[src/rtl/counter_timer_ctrl.sv]
`default_nettype none
//============================================================================
// Module      : counter_timer_ctrl
// Description : Timer controller for an external up/down counter. Divides the
//               clock into count ticks, loads the reload value into the
//               counter, and watches the counter's terminal flag to detect
//               expiry. On expiry it either reloads (periodic) or stops
//               (one-shot). Provides a sticky interrupt with an overflow flag.
// Ports       :
//   clk_i             clock, rising edge
//   rstn_i            synchronous reset, active low
//   start_i           pulse: latch configuration and (re)start the timer
//   stop_i            pulse: abort to IDLE (wins over start_i)
//   mode_periodic_i   1 = periodic, 0 = one-shot (latched on start)
//   dir_up_i          1 = count up, 0 = count down (latched on start)
//   reload_i          counter load value (latched on start)
//   presc_i           prescale divisor minus one (latched on start)
//   irq_clr_i         clears irq_o and irq_ovf_o
//   cnt_is_max_min_i  counter terminal flag (max when up, zero when down)
//   cnt_en_o          counter count enable
//   cnt_up_down_o     counter direction (latched dir)
//   cnt_load_en_o     counter load enable
//   cnt_load_count_o  counter load value (latched reload)
//   busy_o            timer is loading or running
//   done_o            one-shot run has finished
//   expiry_o          single-cycle pulse on each expiry
//   irq_o             sticky expiry interrupt
//   irq_ovf_o         sticky: expiry occurred while irq_o was still set
// Revision    : 1.0 - initial release
//============================================================================
module counter_timer_ctrl #(
    parameter int WIDTH       = 4,
    parameter int PRESC_WIDTH = 8
) (
    input  logic                   clk_i,
    input  logic                   rstn_i,
    input  logic                   start_i,
    input  logic                   stop_i,
    input  logic                   mode_periodic_i,
    input  logic                   dir_up_i,
    input  logic [WIDTH-1:0]       reload_i,
    input  logic [PRESC_WIDTH-1:0] presc_i,
    input  logic                   irq_clr_i,
    input  logic                   cnt_is_max_min_i,
    output logic                   cnt_en_o,
    output logic                   cnt_up_down_o,
    output logic                   cnt_load_en_o,
    output logic [WIDTH-1:0]       cnt_load_count_o,
    output logic                   busy_o,
    output logic                   done_o,
    output logic                   expiry_o,
    output logic                   irq_o,
    output logic                   irq_ovf_o
);

    typedef enum logic [1:0] {
        IDLE = 2'd0,
        LOAD = 2'd1,
        RUN  = 2'd2,
        DONE = 2'd3
    } state_t;

    state_t                 state;
    logic [PRESC_WIDTH-1:0] presc_cnt;
    logic [PRESC_WIDTH-1:0] presc_q;
    logic [WIDTH-1:0]       reload_q;
    logic                   dir_q;
    logic                   mode_q;
    logic                   irq;
    logic                   irq_ovf;

    logic tick;
    logic expiry;

    // A tick is the last cycle of each prescale period while running. A tick
    // that finds the counter already at its terminal value is an expiry: the
    // counter is not advanced, it is reloaded (periodic) or left holding.
    always_comb begin
        tick          = (state == RUN) && (presc_cnt == presc_q);
        expiry        = tick && cnt_is_max_min_i;
        cnt_en_o      = tick && !cnt_is_max_min_i;
        cnt_load_en_o = (state == LOAD) || (expiry && mode_q);
    end

    assign cnt_up_down_o    = dir_q;
    assign cnt_load_count_o = reload_q;
    assign busy_o           = (state == LOAD) || (state == RUN);
    assign done_o           = (state == DONE);
    assign expiry_o         = expiry;
    assign irq_o            = irq;
    assign irq_ovf_o        = irq_ovf;

    always_ff @(posedge clk_i) begin
        if (!rstn_i) begin
            state     <= IDLE;
            presc_cnt <= '0;
            presc_q   <= '0;
            reload_q  <= '0;
            dir_q     <= 1'b0;
            mode_q    <= 1'b0;
            irq       <= 1'b0;
            irq_ovf   <= 1'b0;
        end else begin
            // Overflow looks at the pre-update irq; a same-cycle clear
            // suppresses it since software has just acknowledged.
            if (expiry && irq && !irq_clr_i) begin
                irq_ovf <= 1'b1;
            end else if (irq_clr_i) begin
                irq_ovf <= 1'b0;
            end

            if (expiry) begin
                irq <= 1'b1;
            end else if (irq_clr_i) begin
                irq <= 1'b0;
            end

            // Prescaler only advances while running; it wraps on each tick,
            // so a periodic reload continues on the same cadence.
            if (state == RUN) begin
                presc_cnt <= tick ? '0 : presc_cnt + PRESC_WIDTH'(1);
            end else begin
                presc_cnt <= '0;
            end

            if (stop_i) begin
                state <= IDLE;
            end else if (start_i) begin
                state    <= LOAD;
                mode_q   <= mode_periodic_i;
                dir_q    <= dir_up_i;
                reload_q <= reload_i;
                presc_q  <= presc_i;
            end else begin
                case (state)
                    LOAD:    state <= RUN;
                    RUN:     if (expiry && !mode_q) state <= DONE;
                    default: state <= state;
                endcase
            end
        end
    end

endmodule
`default_nettype wire
[config.mk]
export PLATFORM = sky130hd
export DESIGN_NAME = counter_timer_ctrl
export DESIGN_NICKNAME = d
export VERILOG_FILES = /design/src/rtl/counter_timer_ctrl.sv
export SDC_FILE = /design/constraint.sdc
export NUM_CORES = 1
export LEC_CHECK = 0
export CAP_MARGIN = 10
export CORE_MARGIN = 4
export CORE_UTILIZATION = 40
export DETAILED_ROUTE_END_ITERATION = 16
export PLACE_DENSITY = 0.71
export SETUP_SLACK_MARGIN = 0.3
export SLEW_MARGIN = 20
export SYNTH_ARGS = -nofsm -noshare
export SYNTH_HDL_FRONTEND = slang
export SYNTH_SLANG_ARGS = --single-unit
[constraint.sdc]
create_clock -name clk_i -period 1.7 [get_ports clk_i]
set_clock_uncertainty 0.05 [all_clocks]
set_input_delay 0.255 -clock clk_i [delete_from_list [all_inputs] [get_ports clk_i]]
set_output_delay 0.255 -clock clk_i [all_outputs]
set_load 0.005 [all_outputs]
**After elaboration in Yosys (flattened, before gate mapping)**

Index checks and enable logic that the tools add are counted.

- Reduce and logical (&&, ||, !) cells: 22
- Equality and inequality tests: 6
- Add/sub/neg operators: 1
- Muxes and demuxes: 6
- Bitwise operators: 3

Operators with widths:

| cell | number |
|---|---|
| adder 8 x 1 -> 8 bit (second input constant) | 1 |
| == test 8 bit | 1 |
| logical AND 1 bit | 7 |
| AND reduction 2 bit | 3 |
| nonzero test 2 bit | 3 |
| OR reduction 3 bit | 2 |
| == test 2 bit (second input constant) | 2 |
| two-way mux 1 bit | 4 |
| case mux 2 bit (2 select lines) | 1 |
| logical NOT 1 bit | 3 |
| != test 3 x 2 -> 1 bit (second input constant) | 1 |
| inverter 1 bit | 3 |
| nonzero test 3 bit | 1 |
| == test 2 x 1 -> 1 bit (second input constant) | 1 |
| logical OR 1 bit | 2 |
| two-way mux 2 bit | 1 |
| != test 2 x 1 -> 1 bit (second input constant) | 1 |
| OR reduction 2 bit | 1 |

- Register bits after elaboration: 26
- Output and inout bits: 12
- Input port bits: 20

**Depth between registers and ports, before layout**

Gate-level depths: netlist of run 1.

- Depth after elaboration: 7
- Gate-level depth with buffers: 7
- Mapped depth without buffers: 6

**Worst setup path after synthesis of run 1**

OpenSTA, ideal clock, no wires.

- Path kind: register to output
- From: register presc_cnt[2]
- To: output port cnt_load_en_o
- Cell stages (with the launch flop): 5
- Slack: 13 ps
- Data arrival time: 1382 ps
- Path buffers: 1
- Cells stage by stage: dfxtp_1 -> a222oi_1 -> and4_1 -> buf_6 -> a31o_1

- Cells in the longest elaborated chain, start to end: 5

RTL lines:

| what | RTL line | text |
|---|---|---|
| start: declaration | 64 | `logic [PRESC_WIDTH-1:0] presc_cnt;` |
| start signal: assignment | 121 | `presc_cnt <= tick ? '0 : presc_cnt + PRESC_WIDTH'(1);` |
| == test 8 bit | 79 | `tick = (state == RUN) && (presc_cnt == presc_q);` |
| logical AND 1 bit | 79 |  |
| logical AND 1 bit | 80 | `expiry = tick && cnt_is_max_min_i;` |
| logical AND 1 bit | 82 | `cnt_load_en_o = (state == LOAD) \|\| (expiry && mode_q);` |
| logical OR 1 bit | 82 |  |
| end: declaration | 47 | `output logic cnt_load_en_o,` |

No other way between the ends.

**Final worst setup path of run 1**

- From: register presc_q[2]
- To: output port cnt_load_en_o

- Cells in the longest elaborated chain, start to end: 5

RTL lines:

| what | RTL line | text |
|---|---|---|
| start: declaration | 65 | `logic [PRESC_WIDTH-1:0] presc_q;` |
| start signal: assignment | 133 | `presc_q <= presc_i;` |
| == test 8 bit | 79 |  |
| logical AND 1 bit | 79 |  |
| logical AND 1 bit | 80 |  |
| logical AND 1 bit | 82 |  |
| logical OR 1 bit | 82 |  |

No other way between the ends.

==> results of run 1 <==
[cells in the mapped netlist]
cell / n / area (um^2)
nor3_1: 4 / 20.0
nor4_1: 9 / 56.3
dfxtp_1: 26 / 521
nand3b_1: 2 / 15.0
ha_1: 4 / 50.1
xor2_1: 5 / 43.8
a222oi_1: 1 / 10.0
nor2_1: 5 / 18.8
nor2b_1: 2 / 12.5
o2111a_1: 1 / 11.3
o21ai_0: 2 / 10.0
and2_1: 1 / 6.26
inv_1: 8 / 30.0
a21oi_1: 17 / 85.1
and4_1: 1 / 8.76
a31o_1: 1 / 8.76
clkbuf_1: 4 / 15.0
or2b_1: 1 / 7.51
nand4_1: 2 / 12.5
buf_1: 1 / 3.75
buf_6: 1 / 11.3
nand2_1: 36 / 135
xnor2_1: 5 / 43.8
nand2b_1: 5 / 31.3
inv_2: 1 / 3.75
nand3_1: 3 / 15.0
a211oi_1: 1 / 7.51
[tightest hold or removal path: stages]
cell	delay (ps)
clkdlybuf4s50_1	390
nand2_1	50
a21oi_1	50
[path summary, 6_finish.rpt]
| path | start | end | slack, ps | depth (start not counted) |
|---|---|---|---|---|
| worst max register to register | presc_q[2] | presc_cnt[7] | -60 | 7 |
| worst min register to register | cnt_load_count_o[0] | cnt_load_count_o[0] | 410 | 2 |
| worst min-delay path | reload_i[2] | cnt_load_count_o[2] | 380 | 3 |
| worst max-delay path | presc_q[2] | cnt_load_en_o | -470 | 6 |
[per-stage QoR]
stage,area (um^2),power (W)
final,2100,0.00117
after global routing,2100,0.00122
after CTS,2030,0.00116
after detailed placement,1740,0.000822
after global placement,1740,0.000816
after floorplan,1200,0.000710
[registers in the layout (all words and copies together) (netlist names)]
register	count
cnt_load_count_o	4
irq_o	1
state	2
irq_ovf_o	1
presc_cnt	8
mode_q	1
cnt_up_down_o	1
presc_q	8
[cells by family (layout without fill, tap and decap cells)]
family	after synthesis	after routing	synth area share
XOR/XNOR	10	10	0.0734
adder cells (fa/ha/maj)	4	4	0.0419
AND/OR/NAND/NOR	71	71	0.284
AO/OA/AOI/OAI	23	23	0.111
flip-flops	26	26	0.436
buffers and inverters	15	85	0.0534
[timing repair]
item | in CTS | in global routing
setup endpoints to repair | 22 | 17
pin swaps | 11 | 8
gates resized for setup | 75 | 12
setup buffers | 10 | 2
[area by class of cell]
cell class | count | area (um^2)
Tap cell | 31 | 38.8
Timing Repair Buffer | 72 | 666
Inverter | 9 | 33.8
Sequential cell | 26 | 538
Fill cell | 202 | 706
Clock buffer | 4 | 36.3
Multi-Input combinational cell | 108 | 787
[power groups by stage]
stage	Clock [W]	Sequential, W	Combinational [W]
after detailed placement	0	0.000650	0.000173
final	0.000327	0.000636	0.000209
after CTS	0.000328	0.000638	0.000196
after global routing	0.000354	0.000639	0.000226
after global placement	0	0.000649	0.000167
after floorplan	0	0.000649	0.0000611
[metal layers]
| metal | global-route usage | up-vias |
|---|---|---|
| li1 | - | 643 |
| met5 | 0 | - |
| met1 | 0.221 | 615 |
| met2 | 0.386 | 44 |
| met4 | 0.0882 | 0 |
| met3 | 0.0450 | 11 |
==> reports/qor.txt, run 1 <==
Die Height: 62.6 um
CP max stage cell: a222oi_1
Slew HR: 0.439
Cell chain of the critical path: inv_1, a222oi_1, and4_4, buf_6, a31o_1, buf_2
Top sig layer: met4
Tcrit/Tclk final: 1.28
Post-Route Utilization: 0.748
Drt pass-1 iters: 6
Worst EP required: 1390 ps
DRT iter0 DRCs: 90
Max Clk Rate: 461 MHz
Worst-Margin Slew: 841 ps
CP Max Fanout: 2
Core region area: 0.00281 mm^2
GP Congestion: 0.815
Clock Path Buffers: 2
Tmin final: 2170 ps
CTS Buf Count: 3
Failing checks: negative setup slack
CTS tree: yes
First-pass GRT wire length: 6490 um
Clock Tree Root: clkbuf_4
IO buf count: 31
Family with the most delay on the worst path: compound AO/OA/AOI/OAI gates
Area Overhead vs Synth: 75.9%
Max rail drop VDD: 0.000580 V
Total global routing overflow: 0
Startpoint Class: register
Vias: 1313
Clk pwr share: 0.279
Switching part of the total: 0.254
Placed cell count: 234
# rows: 19
Most common cell after layout, fill and taps aside: nand2_1
All-Layer GR Usage: 0.207
Smallest hold slack: 385 ps
CP peak stage delay: 480 ps
Worst Hold Class: input port to register
Final Slew Violations: 0
Clock sinks: 26
Sequential share of power: 0.543
Flops & latches, synth: 26
WP data arrival: 1860 ps
Starting density of the core: 0.426
Avg Cell Area, Syn: 8.01 um^2
Buffers and inverters on the worst path: 3
DRT met1 WL: 1550 um
Metal2 WL: 2050 um
Most frequent cells in the layout: nand2_1 (34), buf_4 (29), clkdlybuf4s50_1 (19), a21oi_1 (17), dfxtp_1 (14)
DR vias/cell: 5.25
Distinct cells, synth: 27
Max Cap Violations: 0
Combinational share of power: 0.178
Nets: 244
Die Footprint: 0.00392 mm^2
Routed Wire Length: 3870 um
Pleak: 0.845 nW
Setup TNS: -1760 ps
Mapped Cells: 149
Antenna violations before repair: 0
RSZ-0062 raised after global routing: true
DP HPWL: 2330 um
Post-Syn Area: 0.00119 mm^2
Pwr per Cell Area: 558 mW/mm^2
Largest net degree at the start of global routing: 15
CP Capture Type: output port
Die X: 62.6 um
Pint: 0.000874 W
Clock latency on the worst-skew pair: 340 ps
I/O Pins: 32
Hold Fails Final Rpt: 0
Worst-path clk slew: 140 ps
DP Worst Slack: -376 ps
Sw Pwr: 0.000298 W
Share of cells above drive strength 1: 0.384
Yosys warnings: 0
Hold bufs inserted after CTS: 0
Vias in the first global route: 1372
Avg WL per Cell: 15.5 um
H-tree levels: 1
Worst Setup Slack, final: -468 ps
Seq/Total Area, Yosys: 0.436
Non-filler instance count after layout: 250
Status: finished, violations left
Final setup fails: 11
ANT nets after route: 0
Net Count, Synth: 173
WS Path Type: register to output port
DRC errors left: 0
Met3 wire len: 182 um
Number of diodes: 0
Power figures use the tool's default switching activity.
==> inputs of run 2 (changes only) <==
--- a/config.mk
+++ b/config.mk
@@ -6,12 +6,12 @@
 export NUM_CORES = 1
 export LEC_CHECK = 0
 export CAP_MARGIN = 10
+export CELL_PAD_IN_SITES_DETAIL_PLACEMENT = 0
+export CELL_PAD_IN_SITES_GLOBAL_PLACEMENT = 1
 export CORE_MARGIN = 4
-export CORE_UTILIZATION = 40
+export CORE_UTILIZATION = 31
 export DETAILED_ROUTE_END_ITERATION = 16
-export PLACE_DENSITY = 0.71
-export SETUP_SLACK_MARGIN = 0.3
-export SLEW_MARGIN = 20
+export PLACE_DENSITY_LB_ADDON = 0.1
 export SYNTH_ARGS = -nofsm -noshare
 export SYNTH_HDL_FRONTEND = slang
 export SYNTH_SLANG_ARGS = --single-unit
==> run 2 against run 1 <==
The run still ends with negative setup slack left. Die area is 25% higher. Routed wire length decreased by 14%. Critical path depth grew 1. Critical path type unchanged. Critical endpoint unchanged. Largest cell class unchanged.
==> reports/qor.txt, run 2 (synthesis gave the netlist of run 1 again) <==
Max Cap Violations: 0 (unchanged)
R2R setup slack: -90 ps (-30 ps)
Worst Setup Slack, final: -315 ps (+153 ps)
Die Footprint: 0.00491 mm^2 (+25%)
Clock Tree Root: clkbuf_8
Pwr per Cell Area: 662 mW/mm^2 (+19%)
Tmin final: 2010 ps (-153 ps)
Share of cells above drive strength 1: 0.309 (-0.0748)
WS Path Type: register to output port
Setup TNS: -878 ps (+886 ps)
R2R cell count: 8 (+1)
Vias: 1236 (-5.9%)
H-tree levels: 1 (unchanged)
Core region area: 0.00369 mm^2 (+31%)
Number of diodes: 0 (unchanged)
Pleak: 0.803 nW (-4.9%)
ANT nets after route: 0 (unchanged)
Max rail drop VDD: 0.000337 V (-42%)
CTS tree: yes
Worst-path clk slew: 90 ps (-50 ps)
Antenna violations before repair: 0 (unchanged)
Sw Pwr: 0.000297 W (-0.44%)
Clk pwr share: 0.382 (+0.103)
Worst EP required: 1390 ps (about the same)
Final Slew Violations: 0 (unchanged)
DP Worst Slack: -382 ps (-6.04 ps)
Routed Wire Length: 3330 um (-14%)
Most frequent cells in the layout: nand2_1 (34), buf_4 (34), clkdlybuf4s50_1 (26), dfxtp_1 (22), a21oi_1 (17)
CP Capture Type: output port
Combinational share of power: 0.147 (-0.031)
Largest net degree at the start of global routing: 16 (+1)
First-pass GRT wire length: 5630 um (-13%)
Clock latency on the worst-skew pair: 270 ps (-70 ps)
Tcrit/Tclk final: 1.19 (-0.0900)
Worst Hold Class: register to register
# rows: 22 (+3)
CP Max Fanout: 2 (unchanged)
Area Overhead vs Synth: 71.1%
Hold wc startpoint: cnt_load_count_o[2]
DRC errors left: 0 (unchanged)
Failing checks: negative setup slack
Min-Delay Endpoint: cnt_load_count_o[2]
Startpoint Class: register
DP HPWL: 2410 um (+3.1%)
Slew HR: 0.527 (+0.0886)
Starting density of the core: 0.324 (-0.102)
Worst-Margin Slew: 708 ps (-133 ps)
Hold depth: 2 (-1)
Vias in the first global route: 1296 (-5.5%)
Post-Route Utilization: 0.554 (-0.195)
DRT iter0 DRCs: 54 (-40%)
Status: finished, violations left
Total global routing overflow: 0 (unchanged)
DR vias/cell: 4.66 (-11%)
Max Clk Rate: 496 MHz (+7.6%)
Switching part of the total: 0.219 (-0.0347)
WP data arrival: 1710 ps (-150 ps)
All-Layer GR Usage: 0.140 (-0.0668)
Drt pass-1 iters: 4 (-2)
CTS Buf Count: 3 (unchanged)
I/O Pins: 32 (unchanged)
Hold Fails Final Rpt: 0 (unchanged)
RSZ-0062 raised after global routing: true
Pint: 0.00106 W (+21%)
Final setup fails: 5 (-6)
Die X: 70.1 um (+12%)
Clock Path Buffers: 2 (unchanged)
IO buf count: 31 (unchanged)
Die Height: 70.1 um (+12%)
R2R Path End: presc_cnt[2]
Worst r2r src: presc_q[2]
Avg WL per Cell: 12.6 um (-19%)
GP Congestion: 0.811 (-0.48%)
Sequential share of power: 0.470 (-0.073)
Clock sinks: 26 (unchanged)
Nets: 242 (-0.82%)
[run 2: how the worst max path moves through the flow]
stage / from / end / slack [ps] / cells after the start
global placement: cnt_is_max_min_i / expiry_o / -370 / 6
finish: presc_q[2] / cnt_load_en_o / -310 / 7
floorplan: presc_cnt[2] / cnt_load_en_o / 10 / 4
CTS: presc_cnt[2] / cnt_load_en_o / -330 / 7
detailed placement: cnt_is_max_min_i / expiry_o / -380 / 6
global route: presc_q[2] / cnt_load_en_o / -410 / 7
[run 2: area by class of cell]
cell class | instances | area (um^2)
Fill cell | 365 | 1650
Multi-Input combinational cell | 108 | 738
Timing Repair Buffer | 70 | 613
Sequential cell | 26 | 526
Tap cell | 48 | 60.1
Clock buffer | 3 | 41.3
Inverter | 9 | 33.8
Clock inverter | 1 | 30.0
[run 2: power by group through the flow]
| stage | Sequential, W | Combinational [W] | Clock (W) |
|---|---|---|---|
| finish | 0.000635 | 0.000199 | 0.000517 |
| floorplan | 0.000649 | 0.0000609 | 0 |
| global route | 0.000638 | 0.000218 | 0.000558 |
| CTS | 0.000635 | 0.000192 | 0.000536 |
| global placement | 0.000648 | 0.000175 | 0 |
| detailed placement | 0.000649 | 0.000178 | 0 |
[run 2: critical path: stages, from the launching register on]
cell and delay, ps:
dfxtp_2 350, inv_2 30, a222oi_1 320, buf_4 180, and4_4 240, buf_6 100
a31o_1 130, buf_2 110
[run 2: metrics by stage]
stage	power, W	area (um^2)	std cells	hold slack [ps]
floorplan	0.000710	1190	149	283
global placement	0.000824	1770	253	389
detailed placement	0.000827	1770	253	396
CTS	0.00136	1920	264	410
global route	0.00141	2040	265	431
finish	0.00135	2040	265	407
[run 2: what timing repair did]
item                                    4_1_cts  5_1_grt
endpoints found under the setup margin        4       12
hold endpoints to repair                      0        0
setup buffers                                 7        2
hold buffers                                  0        0
pin swaps                                     7        8
gates resized for setup                      29       19
[run 2: metal layers]
| layer | up-vias | share of wire | global-route usage |
|---|---|---|---|
| met5 | - | 0 | 0 |
| li1 | 636 | - | - |
| met4 | 0 | 0.023 | 0.0596 |
| met2 | 21 | 0.51 | 0.244 |
| met3 | 6 | 0.039 | 0.0317 |
| met1 | 573 | 0.43 | 0.162 |
==> inputs of run 3 (changes only) <==
--- a/config.mk
+++ b/config.mk
@@ -9,7 +9,8 @@
 export CELL_PAD_IN_SITES_DETAIL_PLACEMENT = 0
 export CELL_PAD_IN_SITES_GLOBAL_PLACEMENT = 1
 export CORE_MARGIN = 4
-export CORE_UTILIZATION = 31
+export CORE_UTILIZATION = 32
+export CTS_BUF_LIST = sky130_fd_sc_hd__clkbuf_8
 export DETAILED_ROUTE_END_ITERATION = 16
 export PLACE_DENSITY_LB_ADDON = 0.1
 export SYNTH_ARGS = -nofsm -noshare
==> run 3 against run 2 <==
The run still ends with negative setup slack left. Largest power group unchanged. Sequential power about the same. Die area down 2.8%. Power down 0.58%. Clock power about the same.
==> reports/qor.txt, run 3 (synthesis gave the netlist of run 1 again) <==
DR vias/cell: 4.78 (+2.4%)
Sequential share of power: 0.473 (+0.003)
Worst-path clk slew: 90 ps (about the same)
CP Max Fanout: 2 (unchanged)
Vias in the first global route: 1202 (-7.3%)
I/O Pins: 32 (unchanged)
CTS Buf Count: 3 (unchanged)
H-tree levels: 1 (unchanged)
Clock Tree Root: clkbuf_8
Clock Path Buffers: 2 (unchanged)
Hold wc startpoint: cnt_up_down_o
Area Overhead vs Synth: 65.1%
Sw Pwr: 0.000293 W (-1.2%)
Non-filler instance count after layout: 256 (-3.4%)
Hold Fails Final Rpt: 0 (unchanged)
Most common cell after layout, fill and taps aside: nand2_1
Post-Route Utilization: 0.568 (+0.0146)
Avg WL per Cell: 12.6 um (about the same)
Switching part of the total: 0.218 (-0.00133)
# fillers: 345 (-5.5%)
Startpoint Class: register
Pwr per Cell Area: 682 mW/mm^2 (+3.0%)
Die Height: 69.1 um (-1.4%)
CP Capture Type: output port
Routed Wire Length: 3220 um (-3.3%)
Clock latency on the worst-skew pair: 270 ps (about the same)
WP data arrival: 1710 ps (about the same)
CTS tree: yes
Tcrit/Tclk final: 1.19 (about the same)
Post-route cell area: 0.00197 mm^2 (-3.5%)
ANT nets after route: 0 (unchanged)
Largest net degree at the start of global routing: 20 (+4)
Final Slew Violations: 0 (unchanged)
Worst Hold Class: register to register
Area post-placement: 0.00175 mm^2 (-0.71%)
Die Footprint: 0.00477 mm^2 (-2.8%)
Max rail drop VDD: 0.000376 V (+11%)
Most frequent cells in the layout: nand2_1 (35), buf_4 (28), clkdlybuf4s50_1 (26), dfxtp_1 (22), a21oi_1 (17)
Cell chain of the critical path: inv_1, a222oi_1, and4_4, buf_6, a31o_1, buf_2
Core region area: 0.00347 mm^2 (-6.0%)
Status: finished, violations left
Worst EP required: 1390 ps (about the same)
DP Worst Slack: -359 ps (+23.5 ps)
Pint: 0.00105 W (-0.41%)
Combinational share of power: 0.142 (-0.005)
Die X: 69.1 um (-1.4%)
Failing checks: negative setup slack
Tmin final: 2010 ps (-0.219 ps)
Placed cell count: 248 (-2.0%)
WS Path Type: register to output port
CP startpoint: presc_q[2]
CP peak stage delay: 430 ps (+80 ps)
Slew HR: 0.706 (+0.179)
Antenna violations before repair: 0 (unchanged)
Final setup fails: 3 (-2)
CP max stage cell: a222oi_1
Worst Setup Slack, final: -315 ps (+0.219 ps)
Share of cells above drive strength 1: 0.276 (-0.0326)
DP HPWL: 2260 um (-6.0%)
DRT iter0 DRCs: 55 (+1.9%)
Clk pwr share: 0.386 (+0.004)
Max Cap Violations: 0 (unchanged)
Total global routing overflow: 0 (unchanged)
All-Layer GR Usage: 0.138 (-0.00194)
Worst r2r src: presc_cnt[2]
First-pass GRT wire length: 5410 um (-3.9%)
GP Congestion: 0.875 (+7.9%)
Vias: 1223 (-1.1%)
DRC errors left: 0 (unchanged)
RSZ-0062 raised after global routing: true
Max Clk Rate: 496 MHz (about the same)
# rows: 21 (-4.5%)
Number of diodes: 0 (unchanged)
Starting density of the core: 0.344 (+0.0205)
IO buf count: 31 (unchanged)
Worst-Margin Slew: 441 ps (-267 ps)
Pleak: 0.796 nW (-0.95%)
Drt pass-1 iters: 4 (unchanged)
Nets: 235 (-2.9%)
Clock sinks: 26 (unchanged)
==> run 3: cell types whose count changed in the layout (fill, tap and decap cells not counted), sizes merged <==
cell	previous run	this run
buf	42	35
dlygate4sd2	2	1
dlymetal6s2s	0	1
==> run 3: final timing paths <==
path / end / slack (ps) / depth (start not counted)
max: cnt_load_en_o / -310 / 6
min: cnt_up_down_o / 410 / 2
max reg2reg: presc_cnt[4] / 70 / 7
min reg2reg: cnt_up_down_o / 410 / 2
==> run 3: layout make-up <==
type / count / area (um^2) / share of cell area
Clock inverter: 1 / 30.0 / 0.0152
Timing Repair Buffer: 63 / 576 / 0.292
Multi-Input combinational cell: 108 / 707 / 0.359
Tap cell: 46 / 57.6 / 0.0292
Clock buffer: 3 / 41.3 / 0.0210
Inverter: 9 / 33.8 / 0.0171
Sequential cell: 26 / 526 / 0.267
==> run 3: what timing repair did <==
item / 4_1_cts / 5_1_grt
hold buffers: 0 / 0
endpoints found under the setup margin: 4 / 14
buffers inserted: 6 / 2
resized for setup: 23 / 19
pin swaps: 8 / 8
==> run 3: critical path, delay by kind of cell, from the launching register on <==
family	cells	cell delay (ps)
compound gates	2	550
flops	1	340
buf+inv	3	230
simple gates	1	300
==> run 3: power groups by stage <==
stage                     clock (W)  combinational, W  sequential (W)
after floorplan                   0         0.0000609        0.000649
after global placement            0          0.000177        0.000649
after detailed placement          0          0.000178        0.000649
after CTS                  0.000535          0.000182        0.000636
after global routing       0.000560          0.000209        0.000638
final                      0.000518          0.000190        0.000635
==> run 3: routing by layer <==
| layer | track usage | wire, um |
|---|---|---|
| met5 | 0 | 0 |
| met2 | 0.233 | 1590 |
| met4 | 0.0456 | 44 |
| met1 | 0.170 | 1450 |
| met3 | 0.0349 | 138 |
==> run 3: stage by stage <==
stage          hold slack (ps)  setup TNS (ps)  power, W
2_1_floorplan              283               0  0.000710
3_3_place_gp               391            -949  0.000825
3_5_place_dp               402           -1020  0.000827
4_1_cts                    416           -1010   0.00135
5_1_grt                    438            -962   0.00141
6_report                   411            -754   0.00134
